### src/rtl/ysyx_24090012_rd_xbar_pkg.sv
// Shared definitions for the AXI4-Lite read crossbar and its address decoder.
package ysyx_24090012_rd_xbar_pkg;

  localparam logic [1:0] RESP_OKAY   = 2'b00;
  localparam logic [1:0] RESP_SLVERR = 2'b10;
  localparam logic [1:0] RESP_DECERR = 2'b11;

  localparam logic [31:0] CLINT_BASE_DEF = 32'h0200_0000;
  localparam logic [31:0] CLINT_MASK_DEF = 32'hFFFF_0000;
  localparam logic [31:0] MEM_BASE_DEF   = 32'h8000_0000;
  localparam logic [31:0] MEM_MASK_DEF   = 32'hF800_0000;

  localparam logic SEL_MEM   = 1'b0;
  localparam logic SEL_CLINT = 1'b1;

  typedef enum logic [1:0] {
    ST_IDLE = 2'd0,
    ST_ADDR = 2'd1,
    ST_DATA = 2'd2,
    ST_RESP = 2'd3
  } xbar_state_e;

endpackage

### src/rtl/ysyx_24090012_addr_dec.sv
// Address map decoder; CLINT wins if both windows ever overlap.
module ysyx_24090012_addr_dec
  import ysyx_24090012_rd_xbar_pkg::*;
#(
  parameter logic [31:0] CLINT_BASE = CLINT_BASE_DEF,
  parameter logic [31:0] CLINT_MASK = CLINT_MASK_DEF,
  parameter logic [31:0] MEM_BASE   = MEM_BASE_DEF,
  parameter logic [31:0] MEM_MASK   = MEM_MASK_DEF
) (
  input  logic [31:0] addr,
  output logic        hit_mem,
  output logic        hit_clint
);

  logic clint_match;
  logic mem_match;

  assign clint_match = ((addr & CLINT_MASK) == CLINT_BASE);
  assign mem_match   = ((addr & MEM_MASK) == MEM_BASE);

  assign hit_clint = clint_match;
  assign hit_mem   = mem_match & ~clint_match;

endmodule

### src/rtl/ysyx_24090012_rd_xbar.sv
// AXI4-Lite read crossbar: one master, memory (m0) and CLINT (m1) slaves,
// one transaction in flight, unmapped reads answered locally with DECERR.
//
// state | meaning
// IDLE  | ready for a new read address
// ADDR  | presenting latched address to the selected slave
// DATA  | waiting for the selected slave's read data
// RESP  | holding registered response until the master takes it
module ysyx_24090012_rd_xbar
  import ysyx_24090012_rd_xbar_pkg::*;
#(
  parameter logic [31:0] CLINT_BASE = CLINT_BASE_DEF,
  parameter logic [31:0] CLINT_MASK = CLINT_MASK_DEF,
  parameter logic [31:0] MEM_BASE   = MEM_BASE_DEF,
  parameter logic [31:0] MEM_MASK   = MEM_MASK_DEF
) (
  input  logic        clk,
  input  logic        rst,

  input  logic        s_arvalid,
  output logic        s_arready,
  input  logic [31:0] s_araddr,
  output logic        s_rvalid,
  input  logic        s_rready,
  output logic [31:0] s_rdata,
  output logic [1:0]  s_rresp,

  output logic        m0_arvalid,
  input  logic        m0_arready,
  output logic [31:0] m0_araddr,
  input  logic        m0_rvalid,
  output logic        m0_rready,
  input  logic [31:0] m0_rdata,
  input  logic [1:0]  m0_rresp,

  output logic        m1_arvalid,
  input  logic        m1_arready,
  output logic [31:0] m1_araddr,
  input  logic        m1_rvalid,
  output logic        m1_rready,
  input  logic [31:0] m1_rdata,
  input  logic [1:0]  m1_rresp
);

  xbar_state_e state_q;
  xbar_state_e state_d;

  logic [31:0] addr_r;
  logic        sel_r;
  logic [31:0] rdata_r;
  logic [1:0]  rresp_r;

  logic hit_mem;
  logic hit_clint;
  logic hit_any;
  logic sel_arready;
  logic sel_rvalid;

  ysyx_24090012_addr_dec #(
    .CLINT_BASE (CLINT_BASE),
    .CLINT_MASK (CLINT_MASK),
    .MEM_BASE   (MEM_BASE),
    .MEM_MASK   (MEM_MASK)
  ) u_addr_dec (
    .addr      (s_araddr),
    .hit_mem   (hit_mem),
    .hit_clint (hit_clint)
  );

  assign hit_any     = hit_mem | hit_clint;
  assign sel_arready = (sel_r == SEL_CLINT) ? m1_arready : m0_arready;
  assign sel_rvalid  = (sel_r == SEL_CLINT) ? m1_rvalid  : m0_rvalid;

  always_ff @(posedge clk or negedge rst) begin
    if (!rst) begin
      state_q <= ST_IDLE;
    end else begin
      state_q <= state_d;
    end
  end

  always_comb begin
    state_d = state_q;
    case (state_q)
      ST_IDLE: if (s_arvalid)  state_d = hit_any ? ST_ADDR : ST_RESP;
      ST_ADDR: if (sel_arready) state_d = ST_DATA;
      ST_DATA: if (sel_rvalid)  state_d = ST_RESP;
      ST_RESP: if (s_rready)    state_d = ST_IDLE;
      default: state_d = ST_IDLE;
    endcase
  end

  // Readies are also gated by rst so that everything reads 0 while held in reset.
  always_comb begin
    s_arready  = 1'b0;
    s_rvalid   = 1'b0;
    m0_arvalid = 1'b0;
    m1_arvalid = 1'b0;
    m0_rready  = 1'b0;
    m1_rready  = 1'b0;
    case (state_q)
      ST_IDLE: s_arready = rst;
      ST_ADDR: begin
        m0_arvalid = (sel_r == SEL_MEM);
        m1_arvalid = (sel_r == SEL_CLINT);
      end
      ST_DATA: begin
        m0_rready = (sel_r == SEL_MEM);
        m1_rready = (sel_r == SEL_CLINT);
      end
      ST_RESP: s_rvalid = 1'b1;
      default: ;
    endcase
  end

  always_ff @(posedge clk or negedge rst) begin
    if (!rst) begin
      addr_r  <= '0;
      sel_r   <= SEL_MEM;
      rdata_r <= '0;
      rresp_r <= RESP_OKAY;
    end else begin
      if (state_q == ST_IDLE && s_arvalid) begin
        addr_r <= s_araddr;
        sel_r  <= hit_clint ? SEL_CLINT : SEL_MEM;
        if (!hit_any) begin
          rdata_r <= '0;
          rresp_r <= RESP_DECERR;
        end
      end
      if (state_q == ST_DATA && sel_rvalid) begin
        rdata_r <= (sel_r == SEL_CLINT) ? m1_rdata : m0_rdata;
        rresp_r <= (sel_r == SEL_CLINT) ? m1_rresp : m0_rresp;
      end
    end
  end

  assign m0_araddr = addr_r;
  assign m1_araddr = addr_r;
  assign s_rdata   = rdata_r;
  assign s_rresp   = rresp_r;

endmodule

### config.mk
export PLATFORM = sky130hd
export DESIGN_NAME = ysyx_24090012_rd_xbar
export DESIGN_NICKNAME = d
export VERILOG_FILES = /design/src/rtl/ysyx_24090012_rd_xbar_pkg.sv /design/src/rtl/ysyx_24090012_addr_dec.sv /design/src/rtl/ysyx_24090012_rd_xbar.sv
export SDC_FILE = /design/constraint.sdc
export NUM_CORES = 1
export LEC_CHECK = 0
export CAP_MARGIN = 20
export CORE_MARGIN = 1.5
export CORE_UTILIZATION = 40
export DETAILED_ROUTE_END_ITERATION = 10
export HOLD_SLACK_MARGIN = 0.1
export PLACE_DENSITY = 0.88
export SYNTH_ARGS = -nofsm -noshare
export SYNTH_HDL_FRONTEND = slang
export SYNTH_HIERARCHICAL = 1
export SYNTH_SLANG_ARGS = --single-unit
### constraint.sdc
create_clock -name clk -period 2.45 [get_ports clk]
set_clock_uncertainty 0.1 [all_clocks]
set_input_delay 0.245 -clock clk [delete_from_list [all_inputs] [get_ports clk]]
set_output_delay 0.245 -clock clk [all_outputs]
set_load 0.02 [all_outputs]
======== Yosys cells after proc, flatten, opt, wreduce, memory -nomap -nowiden ========
Cells that the tools add are included.
storage, ports and cells
  bits in registers ....................... 69
  output and inout bits ................... 104
  input port bits ......................... 108
cells by class
  reductions and logical operators ........ 6
  eq/ne operators ......................... 10
  bitwise logic cells ..................... 4
  multiplexer cells ....................... 23
operator list
  kind                                                                count
  32-bit 2-to-1 mux                                                   4
  2-bit 2-to-1 mux                                                    9
  16-bit by 10-bit == test with 1-bit output (second input constant)  1
  1-bit 2-to-1 mux                                                    9
  2-bit != test (second input constant)                               4
  2-bit one-hot mux with 4 select lines                               1
  5-bit == test (second input constant)                               1
  2-bit == test (second input constant)                               2
  4-bit AND reduction                                                 1
  2-bit by 1-bit == test with 1-bit output (second input constant)    1
  1-bit logical AND                                                   2
  2-bit zero test                                                     1
  2-bit by 1-bit != test with 1-bit output (second input constant)    1
  1-bit inverter                                                      2
  2-bit AND reduction                                                 1
  2-bit nonzero test                                                  1
  1-bit bitwise AND                                                   1
  1-bit OR                                                            1

======== Logic depth before layout (Yosys ltp) ========
  depth after elaboration ................. 7
  mapped depth ............................ 7
  gate-level depth less buffers ........... 6

======== Modules after synthesis ========
Netlist, hierarchy kept.
by module, submodules not included
  module                  cells each  area an instance (um2)  seq. area each (um2)  times used
  ysyx_24090012_rd_xbar   285         3,360.7                 1,726.7               1
  ysyx_24090012_addr_dec  6           50.0                    0.0                   1

======== Worst setup path after synthesis ========
Ideal clock, no wire load.
  kind .................................... reg2reg
  from .................................... reg state_q[1]
  to ...................................... reg state_q[1]
  required time ........................... 2.268 ns
  arrival ................................. 1.433 ns
  setup slack ............................. 0.835 ns
  path buffers ............................ 0
  cell stages (with the launch flop) ...... 7
  setup time .............................. 0.082 ns
  cell sequence ........................... dfrtp_1 inv_1 ha_1 and2_4 a2111oi_4 a21oi_1 a31oi_1
between the ends
  longest elaborated chain between the ends .. 3
  elaborated cells on any way between the ends .. 10
  classes of those cells .................. eq/ne: 7; mux: 1; reduce/logical: 2
RTL lines
  item                                         RTL line                     text
  start: declaration                           ysyx_24090012_rd_xbar.sv:45  xbar_state_e state_q;
  start signal: assignment                     ysyx_24090012_rd_xbar.sv:78  state_q <= state_d;
  2-bit == test, or another cell as far along  ysyx_24090012_rd_xbar.sv:84  case (state_q)
  2-bit != test (no line)                      n/a
  4-bit AND reduction (no line)                n/a
Several ways; a longest one is shown, not always the timed one.
A chain may end at the register's enable or synchronous reset.

======== Final worst setup path ========
  from .................................... reg state_q[0]
  to ...................................... out m0_rready
between the ends
  longest elaborated chain between the ends .. 2
RTL lines
  item              RTL line                      text
  2-bit == test     ysyx_24090012_rd_xbar.sv:101  case (state_q)
  1-bit 2-to-1 mux  ysyx_24090012_rd_xbar.sv:101
  end: declaration  ysyx_24090012_rd_xbar.sv:32   output logic m0_rready,
No other way between the ends.

==> run summary <==
Status - complete, no violations
Port Buffers - 211
Max_cap viols - 0
Final Max Tran Viols - 0
Hold depth - 2
Num rows - 33
Synthesized area per cell - 11.7 um^2
R2r startpoint - sel_r
Starting Density - 41.3%
DRC - 0
R2R setup slack - 0.56 ns
Pwr Density - 1230 mW/mm^2
Critical Path AT - 1.96 ns
IO Pins - 212
Dominant cell type by area after synthesis - dfrtp_1
Full die area - 0.00909 mm^2
Largest net degree at the start of global routing - 70
Die width - 95.3 um
Critical path type - reg2out
Number of synthesis warnings - 6
Final period util - 93.9%
CTS Hold Bufs - 1
Synth Cell Area - 0.00341 mm^2
Sequential area share after synthesis - 50.6%
Global-route wire length before repair - 13.8 mm
Flip-flop and latch count after synthesis - 69
VDD IR max - 0.781 mV
Vias - 2856
Post-CTS Setup Repair Bufs - 0
Worst R2R End - s_rdata[14]
Worst Min Path Start - s_rdata[16]
Routed Wire Length - 9.05 mm
Wirelength per Cell - 15.6 um
Final nets - 583
Slew headroom - 42.1%
Slew @ Worst Pin - 0.869 ns
First drt pass iteration count - 4
Post-DRT Antenna Nets - 0
Layout cells sized above 1 - 12.8%
Max Fclk - 435 MHz
Pwr Total - 6.89 mW
Min Tclk post-route - 2.30 ns
Clk buf depth - 2
Required time of the critical path - 2.11 ns
Clock transition at path regs - 0.08 ns
Startpoint Class - register
H-Tree Level Count - 3
Area growth, synth to finish - 64.1%
Sink Count - 69
Vias in the first global route - 2894
Die span in y - 95.3 um
Worst hold endpoint - s_rdata[16]
Initial antenna violation count - 0
Hold crit path type - reg2reg
Top fanout value on the critical path - 5
Routability cong. - 0.726
Antenna cells - 0
Post-synth cell types - 27
Iter 0 DRT Violations - 116
Main area contributors after synthesis - dfrtp_1 51%, mux2_2 11%, mux2i_1 10%
Reg2Reg Depth - 5
Detail Placement HPWL - 6.99 mm
Root Buffer - clkbuf_8
Count of final hold-check violations - 0
TNS Setup - 0 ns
Syn Nets - 404
Critical Path End Type - output pin
Total global-route track usage - 19.9%
Unrepaired setup endpoints after global routing - no
Global route overflow - 0
Resized Gates After CTS - 0
Final setup viols - 0
Core Region - 0.00826 mm^2
Synth top area share - 50.6%
Layout fillers - 650
LEAKAGE - 2.26 nW
Via/cell ratio - 4.92
Cts bufs inserted - 9
Number of instances in the synthesized netlist - 291
CTS tree - yes
Clock latency on the worst-skew pair - 0.32 ns
==> state kept, by name (all words and copies together), names as in the netlist <==
signal / cells
m0_araddr: 32
state_q: 2
s_rdata: 32
s_rresp: 2
sel_r: 1
==> kinds of logic (layout without fill, tap and decap cells) <==
| family | count (synthesis) | in the layout | synth area share [%] |
|---|---|---|---|
| and+or+nand+nor | 54 | 54 | 8.95 |
| DFF | 69 | 69 | 50.6 |
| muxes | 67 | 67 | 20.9 |
| buffers and inverters | 55 | 239 | 10.8 |
| AOI/OAI and AO/OA | 41 | 41 | 6.93 |
| adders and majority gates | 5 | 5 | 1.83 |
==> worst max-delay path by stage <==
stage / from / endpoint / slack (ns)
6_report: state_q[0] / m0_rready / 0.15
5_1_grt: state_q[0] / m0_rready / 0.04
4_1_cts: state_q[0] / m0_rready / 0.14
3_5_place_dp: s_araddr[16] / s_rdata[14] / 0.31
3_3_place_gp: s_araddr[16] / s_rdata[19] / 0.39
2_1_floorplan: state_q[1] / state_q[1] / 0.84
==> cell usage after synthesis <==
master and number:
clkbuf_1 5, nand2b_2 1, nor4b_1 1, a21oi_1 3
o21ai_1 32, a31oi_1 3, and2_4 1, mux2_2 33
nor4_1 2, nor2b_1 6, buf_6 4, nand3_1 33
a211oi_1 2, nor3b_1 1, buf_4 32, and4_1 1
ha_1 5, nor4_2 1, and2_1 2, nand2_1 2
a2111oi_4 1, inv_1 5, and2_2 1, nor2_1 2
buf_2 9, dfrtp_1 69, mux2i_1 34
==> worst max-delay path, cell delays in order, from the launching register on <==
cell             delay (ns)
dfrtp_1                0.42
inv_1                  0.13
ha_1                   0.31
nor2b_1                0.17
clkdlybuf4s50_1        0.61
==> placed cells by master (no fill, tap or decap), types with 2 or more instances in the layout <==
cell,count
a211oi_1,2
nor2b_1,6
dfrtp_1,68
a31oi_1,3
nor4_1,2
ha_1,5
o21ai_1,32
mux2_2,33
buf_4,6
clkdlybuf4s50_1,210
inv_1,5
mux2i_1,34
nand3_1,33
a21oi_1,3
clkbuf_8,11
nand2_1,2
nor2_1,2
clkinv_2,2
and2_1,2
bufinv_16,2
==> report_power, final <==
part | internal (mW) | switching [mW]
Sequential | 1.66 | 0.350
Clock | 0.627 | 0.406
Combinational | 1.97 | 1.88
Total | 4.26 | 2.63
==> stage by stage <==
step / hold WS, ns / instances / utilization (%) / instance area [um^2] / worst slack, ns
2_1_floorplan: -0.151 / 291 / - / 3410 / 0.835
3_3_place_gp: 0.388 / 563 / 64.9 / 5360 / 0.394
3_5_place_dp: 0.396 / 563 / 64.9 / 5360 / 0.314
5_1_grt: 0.420 / 580 / 67.8 / 5600 / 0.0375
6_report: 0.412 / 580 / 67.8 / 5600 / 0.149
4_1_cts: 0.410 / 580 / 67.8 / 5600 / 0.137
==> layout make-up <==
type | count | area, um^2 | area share, %
repair buffers | 218 | 2180 | 38.9
flip-flops and latches | 69 | 1730 | 30.9
multi-input cells | 167 | 1320 | 23.5
clock buffers | 12 | 155 | 2.77
well taps | 105 | 131 | 2.35
clock inverters | 4 | 70.1 | 1.25
inverters | 5 | 18.8 | 0.335
==> layer usage <==
layer	up-vias	track usage, %	routed length (um)
met5	-	0	0
met4	0	5.60	79
met3	7	4.78	645
met2	112	36.5	4960
met1	1387	22.8	3370
li1	1350	-	-
Power figures use the tool's default switching activity.
